**config.mk**
```make
export PLATFORM = sky130hd
export DESIGN_NAME = counter_sequencer
export DESIGN_NICKNAME = d
export VERILOG_FILES = /design/src/rtl/counter_sequencer.sv
export SDC_FILE = /design/constraint.sdc
export NUM_CORES = 1
export LEC_CHECK = 0
export ABC_AREA = 1
export CORE_UTILIZATION = 30
export DETAILED_ROUTE_END_ITERATION = 12
export SLEW_MARGIN = 20
export SYNTH_ARGS = -nofsm -noshare
export SYNTH_HDL_FRONTEND = slang
export SYNTH_SLANG_ARGS = --single-unit
```
**constraint.sdc**
```tcl
create_clock -name clk -period 1.95 [get_ports clk]
set_input_delay 0.39 -clock clk [delete_from_list [all_inputs] [get_ports clk]]
set_output_delay 0.39 -clock clk [all_outputs]
set_load 0.01 [all_outputs]
```
**src/rtl/counter_sequencer.sv**
```systemverilog
// counter_sequencer: programmable interval sequencer. A small table of
// terminal values drives an up-counter through up to `steps` consecutive
// intervals, pulsing step_tc at the end of each interval and done at the
// end of the last one.
//
// Control semantics (there is no valid/ready pair on this block):
//   start - level, sampled every rising edge; accepted only in IDLE with
//           abort low, ignored whenever busy is high.
//   abort - level, sampled every rising edge; in ARM or RUN it returns the
//           block to IDLE on that edge and suppresses any pulse that would
//           otherwise have been produced on the same edge.
//   hold  - level; in RUN it freezes count, step index and limit.
// All outputs are registers; nothing combinational reaches a port.
module counter_sequencer #(
  parameter int size  = 4,
  parameter int steps = 4,
  parameter int idx_w = 2
) (
  input  logic             clk,
  input  logic             r,
  input  logic             cfg_we,
  input  logic [idx_w-1:0] cfg_addr,
  input  logic [size-1:0]  cfg_data,
  input  logic [idx_w-1:0] last_step,
  input  logic             start,
  input  logic             abort,
  input  logic             hold,
  output logic             busy,
  output logic [idx_w-1:0] step_idx,
  output logic [size-1:0]  count,
  output logic             step_tc,
  output logic             done,
  output logic [1:0]       dbg_state
);

  typedef enum logic [1:0] {
    IDLE = 2'd0,
    ARM  = 2'd1,
    RUN  = 2'd2
  } state_t;

  state_t           state;
  state_t           state_n;

  // Terminal-value table; survives aborts, only reset clears it.
  logic [size-1:0]  tbl [steps];

  // Limit of the step in progress and the final step index of this run.
  logic [size-1:0]  limit;
  logic [size-1:0]  limit_n;
  logic [idx_w-1:0] last_idx;
  logic [idx_w-1:0] last_idx_n;

  logic [idx_w-1:0] idx_n;
  logic [size-1:0]  count_n;
  logic             busy_n;
  logic             step_tc_n;
  logic             done_n;

  // Index of the step following the current one; wraps naturally because
  // steps is a power of two.
  logic [idx_w-1:0] idx_inc;
  assign idx_inc = step_idx + idx_w'(1);

  // Current FSM state exported for checkers.
  assign dbg_state = state;

  // Table writes are only honoured while the sequencer is idle.
  always_ff @(posedge clk) begin
    if (r) begin
      for (int i = 0; i < steps; i++) begin
        tbl[i] <= '0;
      end
    end else if (cfg_we && !busy) begin
      tbl[cfg_addr] <= cfg_data;
    end
  end

  // Next-state and next-output logic for the sequencer.
  always_comb begin
    state_n    = state;
    count_n    = count;
    idx_n      = step_idx;
    limit_n    = limit;
    last_idx_n = last_idx;
    step_tc_n  = 1'b0;
    done_n     = 1'b0;

    case (state)
      IDLE: begin
        if (start && !abort) begin
          state_n    = ARM;
          last_idx_n = last_step;
          idx_n      = '0;
          count_n    = '0;
          limit_n    = tbl[0];
        end
      end

      ARM: begin
        count_n = '0;
        if (abort) begin
          state_n = IDLE;
          idx_n   = '0;
        end else begin
          state_n = RUN;
        end
      end

      RUN: begin
        if (abort) begin
          // Abort beats a step terminating on the same edge: no pulses.
          state_n = IDLE;
          count_n = '0;
          idx_n   = '0;
        end else if (!hold) begin
          if (count != limit) begin
            count_n = count + size'(1);
          end else begin
            count_n   = '0;
            step_tc_n = 1'b1;
            if (step_idx != last_idx) begin
              idx_n   = idx_inc;
              limit_n = tbl[idx_inc];
            end else begin
              done_n  = 1'b1;
              idx_n   = '0;
              state_n = IDLE;
            end
          end
        end
      end

      default: begin
        state_n = IDLE;
        count_n = '0;
        idx_n   = '0;
      end
    endcase

    busy_n = (state_n != IDLE);
  end

  // State and registered outputs.
  always_ff @(posedge clk) begin
    if (r) begin
      state    <= IDLE;
      count    <= '0;
      step_idx <= '0;
      limit    <= '0;
      last_idx <= '0;
      busy     <= 1'b0;
      step_tc  <= 1'b0;
      done     <= 1'b0;
    end else begin
      state    <= state_n;
      count    <= count_n;
      step_idx <= idx_n;
      limit    <= limit_n;
      last_idx <= last_idx_n;
      busy     <= busy_n;
      step_tc  <= step_tc_n;
      done     <= done_n;
    end
  end

endmodule
```
Yosys cells after proc, flatten, opt, wreduce, memory -nomap -nowiden
Memory sizes are Yosys's and may differ from the RTL's.
Cells that the tools add are included.
{ "classes": {"add_sub_neg": 2, "muxes": 35, "reduce_logical": 14, "eq_ne": 12, "bitwise_logic": 1} }
{ "op_table": {"columns": ["operator", "count"], "rows": [
  ["$mux 4", 10],
  ["$mux 2", 13],
  ["$pmux 4 s2", 2],
  ["$ne 2x2->1 const B", 6],
  ["$pmux 2 s3", 2],
  ["$mux 1", 8],
  ["$reduce_or 4->1", 2],
  ["$ne 3x3->1 const B", 2],
  ["$reduce_and 6->1", 1],
  ["$reduce_or 5->1", 1],
  ["$add 4x1->4 const B", 1],
  ["$ne 4x4->1", 1],
  ["$reduce_and 2->1", 2],
  ["$reduce_and 4->1", 1],
  ["$reduce_bool 2->1", 2],
  ["$add 2x1->2 const B", 1],
  ["$eq 2x1->1 const B", 1],
  ["$eq 2x2->1 const B", 1],
  ["$logic_and 1x1->1", 2],
  ["$logic_not 1->1", 2],
  ["$logic_not 2->1", 1],
  ["$ne 2x2->1", 1],
  ["$not 1->1", 1]
]} }
{ "totals": {"n_memories": 1, "wordCells": 73, "in_bits": 14, "ram_bits": 16, "out_inout_bits": 11, "regBits": 17} }
{ "memory_table": {"columns": ["memory", "words", "width", "rd", "rd_clocked_by_memory_dff", "wr", "line_no", "source"], "rows": [
  ["tbl", 4, 4, 2, 0, 4, "46", "logic [size-1:0] tbl [steps];"]
]} }

Logic depth before layout (Yosys ltp)
Gate-level depths: netlist (run 1).
{ "depth": {"ltp_word": 7, "depth_mapped": 10} }

Worst setup path after synthesis (run 1)
No wires, ideal clock.
{ "synth_timing": {"path_type": "input to register", "startpoint": "input port cfg_we", "endpoint": "memory tbl[0][0] (enable)", "arrival_ns": 1.183, "setup_time_ns": 0.307, "required_time_ns": 1.643, "slack_ns": 0.460, "path_buffers": 0, "stages": 8, "path_cell_list": "inv_1 > nor2_1 > inv_1 > nor2_1 > clkinv_1 > nor2_1 > nand2_1 > nand2_1"} }
{ "synth_rtl": {"columns": ["element", "line_no", "source"], "rows": [
  ["from (decl)", "21", "input logic cfg_we,"],
  ["to (decl)", "46", null]
]} }

Final worst setup path (run 1)
{ "layout_timing": {"startpoint": "register state[0], in the netlist dbg_state[0]", "endpoint": "output port dbg_state[0]"} }
{ "layout_rtl": {"columns": ["element", "line_no", "source"], "rows": [
  ["from (decl)", "42", "state_t state;"],
  ["from (signal assigned)", "156", "state <= state_n;"],
  ["to (decl)", "33", "output logic [1:0] dbg_state"]
]} }
No word-level cell between the ends.

==> results of run 1 <==
## layer usage
| layer | vias up | routed length (um) |
|---|---|---|
| li1 | 772 | - |
| met1 | 596 | 1490 |
| met2 | 24 | 1770 |
| met3 | 2 | 110 |
| met4 | 0 | 47 |
| met5 | - | 0 |
## synthesized netlist by cell type
library cell	number	area [sq um]
nor2_2	1	6.26
nand3_4	1	17.5
inv_1	29	109
nor2_1	37	139
xnor2_1	1	8.76
nand3_2	1	10.0
o21ai_0	4	20.0
nand2_2	1	6.26
ha_1	1	12.5
nand2_1	69	259
a21oi_1	7	35.0
inv_2	3	11.3
buf_6	2	22.5
edfxtp_1	16	480
nand2_4	1	11.3
nand3_1	9	45.0
o31ai_1	1	7.51
dfxtp_1	17	340
nor3_2	1	10.0
clkinv_1	2	7.51
o211ai_1	4	30.0
xor2_1	1	8.76
nor3_1	7	35.0
nand3b_1	1	7.51
nor2_4	3	33.8
a21oi_4	1	16.3
nand4_1	2	12.5
## state kept, by name (all words and copies together), names as in the netlist
register / flops
step_tc: 1
tbl: 16
done: 1
limit: 4
count: 4
step_idx: 2
busy: 1
last_idx: 2
dbg_state: 2
## worst paths after layout
path	startpoint	endpoint	slack (ps)	depth (start not counted)
max	dbg_state[0]	dbg_state[0]	230	1
min	last_idx[1]	last_idx[1]	480	2
max reg2reg	dbg_state[1]	limit[3]	570	7
min reg2reg	last_idx[1]	last_idx[1]	480	2
## stage by stage
stage                     power (W)  cell area [sq um]  instances  utilization [%]
after floorplan            0.000956               1700        223                -
after global placement      0.00104               2050        322             37.4
after detailed placement    0.00105               2050        322             37.4
after CTS                   0.00172               2170        330             39.6
after global routing        0.00178               2170        330             39.6
final                       0.00171               2170        330             39.6
## logic make-up (layout without fill, tap and decap cells)
logic type                 Yosys count  after routing  share of synthesized area, %
xor gates and xnor gates             2              2                          1.03
adders and majority gates            1              1                         0.735
buffers and inverters               36             71                          8.82
AOI/OAI and AO/OA                   17             17                          6.39
DFF                                 33             33                          48.2
and+or+nand+nor                    134            134                          34.8
## layout make-up
cell class                      instances  area [sq um]
Fill cell                             574          3300
Sequential cell                        33           821
Multi-Input combinational cell        154           732
Timing Repair Buffer                   29           278
Inverter                               34           128
Tap cell                               72          90.1
Clock buffer                            6          82.6
Clock inverter                          2          37.5
## power breakdown
group	total [W]	switching (W)	internal [W]
Sequential	0.000787	0.0000239	0.000764
Combinational	0.000240	0.000140	0.0000998
Clock	0.000681	0.000265	0.000416
Total	0.00171	0.000429	0.00128
==> impl_results.md, run 1 <==
* Antenna Cells at 0
* Post-Syn Instances at 223
* Cts bufs inserted at 5
* Fin. max-slew vios at 0
* Crit path buffers/inverters at 1
* Pre-CTS WS at 29.1 ps
* CP max FO at 6
* # DRC at 0
* Max frequency at 0.581 GHz
* Endpoint type of the worst setup path: output pin
* Req. time, crit path at between 1500 and 2000 ps
* CP top delay family: buffers and inverters
* Synthesized area at 0.00170 sq mm
* Final Skew at 4.64 ps
* M2 GR Usage at 22.0%
* CTS tree: done
* Root buffer cell: clkbuf_8
* Final Hold Fails at 0
* Status: finished, final reports clean
* CP arrival at 1330 ps
* Initial DRC Count at 90
* Pin count of the biggest net entering global routing at 14
* Pre-antenna DRT Iters at 4
* H-tree levels at 2
* First-pass GRT wire length at 5.67 mm
* Distinct cell type count after synthesis at 27
* Starting density of the core at 31.1%
* Routability cong. at 0.781
* Worst Max-Slew Pin Slew at around 410 ps
* Ports at 25
* Ys Warns at 0
* Number of global-route vias before repair at 1308
* Port bufs at 24
* Total gr overflow at 0
* Yosys reg bits at 33
* Clock Sinks at 33
* Minimum clock period at 1720 ps
* GRT met3 Usage at 3.18%
* Static Leak at around 0.95 nW
* Core area at roughly 0.0055 sq mm
* Pwr per Cell Area at 788 mW/mm^2
* Maximum vdd ir drop at 0.294 mV
* Row cnt at 27
* Initial antenna violation count at 0
* Area growth syn-to-layout at 27.3%
* Fin Setup TNS at 0 ps
* Fin crit share at around nine tenths
* Syn_area_per_cell at 7.64 sq um
* Share of cells above drive strength 1 at 10.1%
* Die ar. at 0.00598 sq mm
* CTS resizes at 0
* Setup WS post-layout at approximately 230 ps
* Commonest non-fill, non-tap cell in the layout: nand2_1
* # Max-Cap Violations at 0
* Crit-path max cell delay at 590 ps
* Critical-path cell list: clkdlybuf4s50_1
* RSZ-0062 raised after global routing: no
* CP Launch Type: register
* Slowest-stage cell, CP: clkdlybuf4s50_1
* Grt peak-use layer: met2
* Wire per inst at 10.3 um
* Post-synthesis sequential area ratio at roughly half
* Die span in y at 77.3 um
* HPWL Detailed at 2.69 mm
* Clk buf depth at 2
* Final #Nets at roughly 270
* Die W at 77.3 um
* Hold WS at roughly 480 ps
* GR Util met1 at 13.9%
* Post-CTS setup buffers at 0
* Worst hold path type: reg2reg
* Worst-skew pair later-pin latency at around 280 ps
* Final setup viols at 0
* Final ANT Viol Nets at 0
* DR vias at 1394
* Slew margin rel. at 72.3%
* Most frequent cells in the layout: nand2_1 (69), nor2_1 (37), inv_1 (29)
* GRT Total Usage at approximately an eighth
* Vias per cell at 4.22
* Hold_buf cts at 0
* Clk slew on worst S/H paths at 70 ps
* Critical setup path kind: reg2out
* Routed wire length at 3.41 mm
* Syn nets at 238
No activity file was read; power rests on OpenSTA's default activity.
==> run 2, diff against run 1 <==
Settings changed: PLACE_DENSITY from default to 0.6.
==> results of run 2 <==
No change in the layout: final DEF, timing and power equal those of run 1.
==> RTL change 1: new RTL, flow settings as in run 2 <==
The parameter `steps` goes from 4 to 8.
--- a/src/rtl/counter_sequencer.sv
+++ b/src/rtl/counter_sequencer.sv
@@ -13,7 +13,7 @@
 // All outputs are registers; nothing combinational reaches a port.
 module counter_sequencer #(
   parameter int size  = 4,
-  parameter int steps = 4,
+  parameter int steps = 8,
   parameter int idx_w = 2
 ) (
   input  logic             clk,
Check against the original RTL: no difference found for any inputs over 10 cycles, from zero or initial values; that may be too few to reach the edited logic, so the function may still have changed.
==> RTL change 1 against run 2 <==
Routed wire length down 1.7%; first-iteration DRC count up 20%; critical path depth unchanged; clock power down 29%; total power down 9.2%; clock skew up 0.0012 ns; synthesized area up 0.44%; sequential cell count unchanged; fmax down 1.1%; final cell count up 3.9%; setup slack worse by 0.020 ns; final area up 0.46%.
==> RTL change 1: results (changes against run 2) <==
| Metric | Value |
|---|---|
| Result of the run | `completed` |
| Capturing element of the worst setup path | `step_idx[1]` |
| Gate power share | `17.7% (+3.7 points)` |
| Hold_ws | `0.481 ns (+0.00630 ns)` |
| Placed standard-cell area | `0.00210 mm² (+2.4%)` |
| Worst Hold Path EP | `last_idx[0]` |
| Reg2reg end | `limit[1]` |
| Number of flip-flops and latches | `33 (unchanged)` |
| Fraction of met2 tracks used by global routing | `20.4% (-1.7 points)` |
| Maximum number of pins on one net before global-route repair | `11 (-3)` |
| RD Place Congestion | `0.789 (+1.0%)` |
| Pre-CTS worst setup slack | `0.170 ns (+0.141 ns)` |
| Fill cells | `580 (+1.0%)` |
| Source of the worst register-to-register timing path | `step_idx[1]` |
| Routed wirelength normalized by instance count | `9.78 µm (-5.5%)` |
| Leak | `0.971 nW (+1.8%)` |
| Logic inverters | `35 (+2.9%)` |
| Met3 wirelength from detailed routing | `131 µm (+19%)` |
| Detailed Route Iter0 Violations | `108 (+20%)` |
| Post-route clock skew | `0.00584 ns (+0.00120 ns)` |
| Met1 routed wirelength after detailed routing | `1.62 mm (+8.9%)` |
| Via count normalized by instance count | `4.26 (+0.77%)` |
| Vias in the first global route | `1,325 (+1.3%)` |
| Non-clock buffer count | `33 (+14%)` |
| Share of synthesized area occupied by flip-flops and latches | `48.0% (-0.21 points)` |
| Total GRT Usage | `12.4% (-0.23 points)` |
| Total die area | `0.00601 mm² (+0.43%)` |
| Worst Setup Slack, final | `0.209 ns (-0.0198 ns)` |
| P per Cell Area | `711 mW/mm² (-9.7%)` |
| Placed wire-length estimate | `2.61 mm (-2.9%)` |
| Met2 WL post-DR | `1.55 mm (-12%)` |
| Total of clock buffers placed in the layout | `5 (-1)` |
| Clk tree area frac | `3.73% (-1.8 points)` |
| Syn nets | `247 (+3.8%)` |
| Net switching component of the power | `0.425 mW (-0.78%)` |
| Register share of the cell area | `37.7% (-0.17 points)` |
| Reg2reg path depth | `9 (+2)` |
| Arrival time worst endpoint | `1.35 ns (+0.02 ns)` |
| Leading cell types by total area after synthesis | `sky130_fd_sc_hd__edfxtp_1, sky130_fd_sc_hd__dfxtp_1, sky130_fd_sc_hd__nand2_1` |
| Met1 track utilization from global routing | `14.4% (+0.56 points)` |
| Synthesized area per cell | `7.37 µm² (-3.5%)` |
| Hold_sp | `last_idx[0]` |
| Clk pwr share | `31.1% (-8.8 points)` |
| Fraction of layout instances using a drive strength above 1 | `12.5% (+2.5 points)` |
| Synth cell count leaders | `sky130_fd_sc_hd__nand2_1, sky130_fd_sc_hd__nor2_1, sky130_fd_sc_hd__inv_1, sky130_fd_sc_hd__dfxtp_1, sky130_fd_sc_hd__edfxtp_1` |
| First-pass GRT wire length | `5.70 mm (+0.49%)` |
| Area of combinational cells with multiple inputs | `747 µm² (+2.1%)` |
| Number of standard cells in the final layout excluding fillers | `343 (+3.9%)` |
| Reg2Reg Setup Slack | `0.60 ns (+0.03 ns)` |
## RTL change 1: cell count changes after synthesis, moves of 2 or more
cell                       change
sky130_fd_sc_hd__inv_1         -2
sky130_fd_sc_hd__nand3_1       +3
sky130_fd_sc_hd__o211ai_1      -4
sky130_fd_sc_hd__nor2_4        -2
sky130_fd_sc_hd__a21boi_1      +2
sky130_fd_sc_hd__nor3_1        -3
sky130_fd_sc_hd__nand2_1       +5
sky130_fd_sc_hd__nor2_2        +2
sky130_fd_sc_hd__inv_2         +5
sky130_fd_sc_hd__buf_6         -2
sky130_fd_sc_hd__clkinv_1      -2
sky130_fd_sc_hd__nor2_1        +4
## RTL change 1: cell families after synthesis
| family | synth area share, % |
|---|---|
| AO/OA/AOI/OAI | 6.66 |
| adder cells (fa/ha/maj) | 0.731 |
| XOR/XNOR | 1.54 |
| AND/OR/NAND/NOR | 34.7 |
| flip-flops | 48.0 |
| buffers and inverters | 8.34 |
==> RTL change 2: new RTL, config.mk and constraints of run 2 <==
Made on the original files. Register the output `count` once more; this adds one clock of latency there. The other outputs are not delayed to match.
--- a/src/rtl/counter_sequencer.sv
+++ b/src/rtl/counter_sequencer.sv
@@ -39,6 +39,8 @@
     RUN  = 2'd2
   } state_t;
 
+  logic [size-1:0] count_s0;
+
   state_t           state;
   state_t           state_n;
 
@@ -79,7 +81,7 @@
   // Next-state and next-output logic for the sequencer.
   always_comb begin
     state_n    = state;
-    count_n    = count;
+    count_n    = count_s0;
     idx_n      = step_idx;
     limit_n    = limit;
     last_idx_n = last_idx;
@@ -114,8 +116,8 @@
           count_n = '0;
           idx_n   = '0;
         end else if (!hold) begin
-          if (count != limit) begin
-            count_n = count + size'(1);
+          if (count_s0 != limit) begin
+            count_n = count_s0 + size'(1);
           end else begin
             count_n   = '0;
             step_tc_n = 1'b1;
@@ -145,7 +147,7 @@
   always_ff @(posedge clk) begin
     if (r) begin
       state    <= IDLE;
-      count    <= '0;
+      count_s0 <= '0;
       step_idx <= '0;
       limit    <= '0;
       last_idx <= '0;
@@ -154,7 +156,7 @@
       done     <= 1'b0;
     end else begin
       state    <= state_n;
-      count    <= count_n;
+      count_s0 <= count_n;
       step_idx <= idx_n;
       limit    <= limit_n;
       last_idx <= last_idx_n;
@@ -164,4 +166,8 @@
     end
   end
 
+  always_ff @(posedge clk) begin
+    count <= count_s0;
+  end
+
 endmodule
Check against the original RTL: not equivalent (Yosys sat finds a counterexample within 10 cycles, from zero or initial values).
==> RTL change 2 against run 2 <==
Via count is 3.8% higher; total power is 2.9% lower; setup slack worse by 0.073 ns; final area is 2.4% higher; routed wire length is 4.2% lower; synthesized area is 3.7% higher; sequential cell count is 4 higher; sequential power is 12% higher; global-route usage is 1.5 points lower; critical path depth stayed put; synthesized cell count is 0.90% higher; final cell count is 0.91% higher; critical path type unchanged; largest cell class unchanged.
==> RTL change 2: results (changes against run 2) <==
| Metric | Value |
|---|---|
| Hold Path Stages | `0 (-2)` |
| Share of synthesized area occupied by flip-flops and latches | `51.0% (+2.8 points)` |
| Count of nets after finishing | `275 (+1.1%)` |
| Number of standard cells in the final layout excluding fillers | `333 (+0.91%)` |
| Result of the run | `completed` |
| Synthesized-area fraction occupied by xor and xnor cells | `1.49% (+0.46 points)` |
| Critical Path Fanout Max | `10 (+4)` |
| Antenna violations before repair | `0 (unchanged)` |
| Synthesized area per cell | `7.85 µm² (+2.8%)` |
| Reg2reg path depth | `9 (+2)` |
| RD Place Congestion | `0.811 (+3.8%)` |
| Maximum number of pins on one net before global-route repair | `12 (-2)` |
| Placed standard-cell area | `0.00213 mm² (+4.0%)` |
| Number of instances in the placed design | `325 (+0.93%)` |
| Peak supply drop | `338 µV (+15%)` |
| Least-Margin Pin Slew | `0.558 ns (+0.144 ns)` |
| Complex-gate fraction of the synthesized area | `5.59% (-0.80 points)` |
| Pre-CTS worst setup slack | `-0.0556 ns (-0.0847 ns)` |
| Post-route clock skew | `0.00621 ns (+0.00157 ns)` |
| Adder-cell area share of the yosys netlist | `0.708% (-0.027 points)` |
| Source of the worst register-to-register timing path | `step_idx[0]` |
| Hold_sp | `count_s0[3]` |
| First-pass GRT wire length | `5.38 mm (-5.2%)` |
| Met3 track demand over resource in global routing | `3.56% (+0.39 points)` |
| Leak | `0.950 nW (-0.33%)` |
| Leading cell types by total area after synthesis | `sky130_fd_sc_hd__edfxtp_1, sky130_fd_sc_hd__dfxtp_1, sky130_fd_sc_hd__nand2_1` |
| Total GRT Usage | `11.2% (-1.5 points)` |
| Synth cell count leaders | `sky130_fd_sc_hd__nand2_1, sky130_fd_sc_hd__nor2_1, sky130_fd_sc_hd__inv_1, sky130_fd_sc_hd__dfxtp_1, sky130_fd_sc_hd__edfxtp_1` |
| Delay of the slowest cell on the worst path | `0.61 ns (+0.02 ns)` |
| Via count normalized by instance count | `4.35 (+2.9%)` |
| Fraction of met2 tracks used by global routing | `19.3% (-2.7 points)` |
## RTL change 2: cells by family (layout without fill, tap and decap cells)
group	after synthesis	count (layout)
xor+xnor	3	3
compound gates	16	16
simple gates	133	133
fa+ha+maj	1	1
buf+inv	35	71
flops	37	37
## RTL change 2: per-stage QoR
stage	hold slack, ns	power (mW)	util [%]	TNS [ns]
CTS	0.402	1.68	39.6	0
floorplan	0.375	1.05	-	0
global route	0.408	1.75	39.6	0
finish	0.401	1.66	39.6	0
global placement	0.389	1.14	38.0	-0.0672
detailed placement	0.392	1.14	38.0	-0.380
## RTL change 2: cell type report
type | instances | area (µm²)
fill | 582 | 3390
timing repair buffer | 31 | 293
multi-input combinational | 153 | 726
tap | 72 | 90.1
sequential | 37 | 901
clock buffer | 8 | 90.1
inverter | 32 | 120
## RTL change 2: routing by layer
metal  wire, µm  part of all wire [%]
met2       1550                    47
met3        175                   5.4
met5          0                     0
met4         24                  0.73
met1       1520                    47
## RTL change 2: worst max path at each step
stage / start / end / slack, ns / cells past startpoint
floorplan: cfg_we / tbl[0][0] / 0.46 / 8
global placement: cfg_we / tbl[0][2] / -0.01 / 9
detailed placement: cfg_we / tbl[1][1] / -0.06 / 9
CTS: step_idx[0] / step_idx[0] / 0.13 / 1
global route: step_idx[0] / step_idx[0] / 0.08 / 1
finish: step_idx[0] / step_idx[0] / 0.16 / 1
## RTL change 2: power breakdown
| part | switching, mW | leakage [nW] | internal [mW] |
|---|---|---|---|
| Clock | 0.245 | 0.0455 | 0.288 |
| Combinational | 0.138 | 0.565 | 0.105 |
| Sequential | 0.0304 | 0.339 | 0.851 |
